$ cat src/rtl/mul16_seq_ctrl.sv
// rtl/mul16_seq_ctrl.sv - iterative 16x16 shift-and-add multiplier sequencing one cla_16.
// Optional early termination on exhausted multiplier bits: define MUL_EARLY_TERM_EN.

module cla_16 (
  input  logic [15:0] a,
  input  logic [15:0] b,
  input  logic        cin,
  output logic [15:0] s,
  output logic        cout,
  output logic        p,
  output logic        g
);
  // Carries out of each bit of a 4-bit group, bit 3 is the group carry out.
  function automatic logic [3:0] la4(input logic [3:0] gi, input logic [3:0] pi, input logic ci);
    logic [3:0] c;
    c[0] = gi[0] | (pi[0] & ci);
    c[1] = gi[1] | (pi[1] & gi[0]) | (pi[1] & pi[0] & ci);
    c[2] = gi[2] | (pi[2] & gi[1]) | (pi[2] & pi[1] & gi[0]) | (pi[2] & pi[1] & pi[0] & ci);
    c[3] = gi[3] | (pi[3] & gi[2]) | (pi[3] & pi[2] & gi[1]) | (pi[3] & pi[2] & pi[1] & gi[0])
         | (pi[3] & pi[2] & pi[1] & pi[0] & ci);
    return c;
  endfunction

  logic [15:0] gb, pb, cbit;
  logic [3:0]  gg, gp, grp_c, bit_c, top_c;
  logic [4:0]  nc;

  always_comb begin
    gb    = a & b;
    pb    = a ^ b;
    gg    = '0;
    gp    = '0;
    cbit  = '0;
    bit_c = '0;
    for (int k = 0; k < 4; k++) begin
      bit_c = la4(gb[4*k +: 4], pb[4*k +: 4], 1'b0);
      gg[k] = bit_c[3];
      gp[k] = &pb[4*k +: 4];
    end
    grp_c = la4(gg, gp, cin);
    nc    = {grp_c, cin};
    for (int k = 0; k < 4; k++) begin
      bit_c = la4(gb[4*k +: 4], pb[4*k +: 4], nc[k]);
      cbit[4*k +: 4] = {bit_c[2:0], nc[k]};
    end
    top_c = la4(gg, gp, 1'b0);
    s     = pb ^ cbit;
    cout  = nc[4];
    p     = &gp;
    g     = top_c[3];
  end
endmodule

module mul16_seq_ctrl #(
  parameter int ITERS = 16,
  parameter int CNT_W = 5
) (
  input  logic        clk,
  input  logic        rst,
  input  logic        start,
  input  logic [15:0] a,
  input  logic [15:0] b,
  output logic        ready,
  output logic        busy,
  output logic        done,
  output logic [31:0] product
);
  localparam logic [1:0] S_IDLE = 2'd0;
  localparam logic [1:0] S_RUN  = 2'd1;
  localparam logic [1:0] S_DONE = 2'd2;
  localparam logic [CNT_W-1:0] LAST = CNT_W'(ITERS - 1);
  localparam int ALIGN = 16 - ITERS;

  logic [1:0]       state;
  logic [15:0]      mcand;
  logic [31:0]      acc;
  logic [CNT_W-1:0] count;

  logic [15:0] addend, sum;
  logic        cout, unused_p, unused_g;
  logic [31:0] acc_next, final_product;
  logic        finish;

  assign addend = acc[0] ? mcand : 16'd0;

  cla_16 u_cla (
    .a    (acc[31:16]),
    .b    (addend),
    .cin  (1'b0),
    .s    (sum),
    .cout (cout),
    .p    (unused_p),
    .g    (unused_g)
  );

  // Carry lands in bit 31 as the accumulator shifts right, so no carry is lost.
  assign acc_next = {cout, sum, acc[15:1]};

`ifdef MUL_EARLY_TERM_EN
  localparam logic [15:0] B_MASK = 16'hFFFF >> ALIGN;
  logic [CNT_W-1:0] left;
  logic [15:0]      rem_mask;
  logic [4:0]       shamt;

  // Unconsumed in-range multiplier bits sit at acc_next[left-1:0].
  assign left          = LAST - count;
  assign rem_mask      = 16'((17'd1 << left) - 17'd1);
  assign finish        = (acc_next[15:0] & rem_mask) == 16'd0;
  assign shamt         = 5'd15 - 5'(count);
  assign final_product = acc_next >> shamt;
`else
  assign finish        = (count == LAST);
  assign final_product = acc_next >> ALIGN;
`endif

  always_ff @(posedge clk or posedge rst) begin
    if (rst) begin
      state   <= S_IDLE;
      mcand   <= '0;
      acc     <= '0;
      count   <= '0;
      product <= '0;
    end else begin
      case (state)
        S_IDLE: begin
          if (start) begin
            mcand <= a;
            acc   <= {16'd0, b};
            count <= '0;
`ifdef MUL_EARLY_TERM_EN
            if ((b & B_MASK) == 16'd0) begin
              product <= '0;
              state   <= S_DONE;
            end else begin
              state   <= S_RUN;
            end
`else
            state <= S_RUN;
`endif
          end
        end
        S_RUN: begin
          acc   <= acc_next;
          count <= count + CNT_W'(1);
          if (finish) begin
            product <= final_product;
            state   <= S_DONE;
          end
        end
        S_DONE:  state <= S_IDLE;
        default: state <= S_IDLE;
      endcase
    end
  end

  assign ready = (state == S_IDLE);
  assign busy  = (state == S_RUN) || (state == S_DONE);
  assign done  = (state == S_DONE);
endmodule

$ cat config.mk
export PLATFORM = sky130hd
export DESIGN_NAME = mul16_seq_ctrl
export DESIGN_NICKNAME = d
export VERILOG_FILES = /design/src/rtl/mul16_seq_ctrl.sv
export SDC_FILE = /design/constraint.sdc
export NUM_CORES = 1
export LEC_CHECK = 0
export ABC_AREA = 0
export CORE_MARGIN = 5
export CORE_UTILIZATION = 30
export CTS_CLUSTER_DIAMETER = 120
export DETAILED_ROUTE_END_ITERATION = 12
export GPL_TIMING_DRIVEN = 0
export PLACE_DENSITY = 0.48
export SYNTH_ARGS = -nofsm -noshare
export SYNTH_HDL_FRONTEND = slang
export SYNTH_HIERARCHICAL = 1
export SYNTH_SLANG_ARGS = --single-unit
export TNS_END_PERCENT = 1
$ cat constraint.sdc
create_clock -name clk -period 3.75 [get_ports clk]
set_input_delay 1.125 -clock clk [delete_from_list [all_inputs] [get_ports clk]]
set_output_delay 1.125 -clock clk [all_outputs]
set_load 0.03 [all_outputs]
==> impl_results.md <==
* Status: finished clean
* I/O pin total at 70
* DR iter-0 viols at 145
* Dpl ws at 318 ps
* Post-synthesis cell count at 368
* Total power at 4.18 mW
* Final Wtd Congestion at 0.761
* Hold Vio Cnt, Final at 0
* Max transition margin at 62.9%
* Post-DR vias/cell at 4.74
* Placed cell count at 624
* CP required at 3970 ps
* Flop pwr share at 33.8%
* Crit-path max cell delay at 460 ps
* WP data arrival at 3610 ps
* Drt pass-1 iters at 4
* Internal power at 2.63 mW
* CP delay by family, top: compound AO/OA/AOI/OAI gates
* GR Overflow Total at 0
* Final worst path period need at 3380 ps
* Path type of the worst setup path: reg2reg
* CP max-delay cell: dfrtp_1
* First-pass GRT wire length at 16900 um
* Final hold slack at 487 ps
* Avg Inst Size Synth at 12.0 sq um
* Fmax achieved at 296 MHz
* All-Layer GR Usage at 12.1%
* Maximum VDD drop at 0.265 mV
* Postcts setup bufs at 0
* Final Non-Filler Cells at 640
* Routed Antenna Nets at 0
* Post_cts resized at 0
* Pin count of the biggest net entering global routing at 49
* Fin nets at 511
* Core area at 14500 sq um
* WL per Instance at 15.7 um
* Setup ws final at 367 ps
* Sw Pwr at 1.55 mW
* Buffers & Inverters on Critical Path at 2
* Worst Setup End Kind: register
* HP Class: reg2reg
* Final Cell Area at 5690 sq um
* N_diodes at 0
* Clock root cell: clkbuf_16
* Netlist Area Pre-Place at 4410 sq um
* Cell breakdown of the critical path: clkbuf_1 -> and2_1 -> ha_1 -> a21o_1 -> a31o_1 -> a311o_4 -> a21oi_1 -> inv_1 -> fa_1 -> xor2_1 -> mux2_2
* Die Y at 131 um
* Vias in the first global route at 3278
* IO buf count at 69
* Post-DP Area at 5360 sq um
* Rows at 44
* Clock-pin slew on the worst setup and hold paths at 70 ps
* Setup TNS at 0 ps
* Clk sinks at 87
* Clock power share at 23.9%
* MaxCap Viol Count at 0
* Fillcell total at 1446
* Final setup fails at 0
* Num CTS Buffers at 9
* Measured slew at the worst slew-check pin at 557 ps
* Die area at 17200 sq um
* Switching Fraction at 37.0%
* Clock skew at 8.78 ps
* CTS tree: yes
* Critical path launch point type: register
* Die Wd at 131 um
* Residual DRC at 0
* Unrepaired setup endpoints after global routing: false
* Area grow syn2layout at 29.3%
* CP Max Fanout at 10
* Vias at 3034
* Power Density at 733 nW/um^2
* Initial antenna violation count at 0
* Worst skew pair latency at 350 ps
* Initial Util at 30.4%
* Warnings from Yosys at 6
* Fraction of layout cells with a size suffix above 1 at 16.0%
* H-tree levels at 3
* Routed WL at 10000 um
* CTS Hold Buffers Added at 0
* HPWL Detailed at 7250 um
* Logic pwr share at 42.3%
* Part of the cycle the worst path needs at 90.2%
* Leak at 2.63 nW
* Max-slew violations at 0
* Final core area utilization at 39.3%
* Clock buffer depth at 2
==> per-layer routing <==
layer  up-vias  wire length [um]  track usage (%)
met4         0               138             3.98
met3         8               446             3.82
met1      1490              4900             16.1
met2        63              4560             18.8
li1       1473                 -                -
met5         -                 0                0
==> placed cells by master, fill, tap and decap left out, drive strengths merged, types with 2 or more instances in the layout <==
cell type / n
a2111oi: 2
a211oi: 2
a21o: 5
a21oi: 13
a22o: 17
a31oi: 2
and2: 16
and3: 4
buf: 15
bufinv: 2
clkbuf: 12
clkdlybuf4s50: 69
clkinv: 3
conb: 3
dfrtp: 87
fa: 4
ha: 21
inv: 20
mux2: 49
mux2i: 18
nand2: 28
nand3: 9
nor2: 5
nor2b: 3
nor4: 2
o211ai: 2
o21ai: 22
xnor2: 6
xor2: 3
==> worst register-to-register path: cells and delay by family (launching register included) <==
kind / cells / cell delay, ps
simple gates: 1 / 200
xor+xnor: 1 / 180
mux: 1 / 270
fa+ha+maj: 2 / 650
flops: 1 / 460
compound gates: 4 / 990
buf+inv: 2 / 510
==> power by group through the flow <==
stage | logic, mW | clock network, mW | registers (mW)
floorplan | 1.27 | 0 | 1.45
global placement | 1.76 | 0 | 1.43
detailed placement | 1.80 | 0 | 1.43
CTS | 1.80 | 1.04 | 1.42
global route | 1.98 | 1.07 | 1.45
finish | 1.77 | 0.998 | 1.41
==> registers in the layout, indices dropped and copies added, names as in the netlist <==
register / count
state: 2
acc: 32
product: 32
mcand: 16
count: 5
==> area by class of cell <==
class	instances	area (sq um)	share of cell area, %
buffer	16	86.3	1.52
clock buffer	10	239	4.20
clock inverter	6	91.3	1.60
inverter	19	73.8	1.30
multi-input combinational	248	2080	36.5
sequential	87	2180	38.2
tap	184	230	4.04
timing repair buffer	70	718	12.6
==> path summary, 6_finish.rpt <==
| path | start | endpoint | slack, ps | cells past startpoint |
|---|---|---|---|---|
| worst max-delay path | acc[0] | product[28] | 370 | 11 |
| worst min-delay path | mcand[9] | mcand[9] | 490 | 1 |
| worst max register to register | acc[0] | product[28] | 370 | 11 |
| worst min register to register | mcand[9] | mcand[9] | 490 | 1 |
| max in group asynchronous | rst | acc[27] | 1910 | 3 |
| min in group asynchronous | rst | acc[9] | 1190 | 2 |
Power figures use the tool's default switching activity.
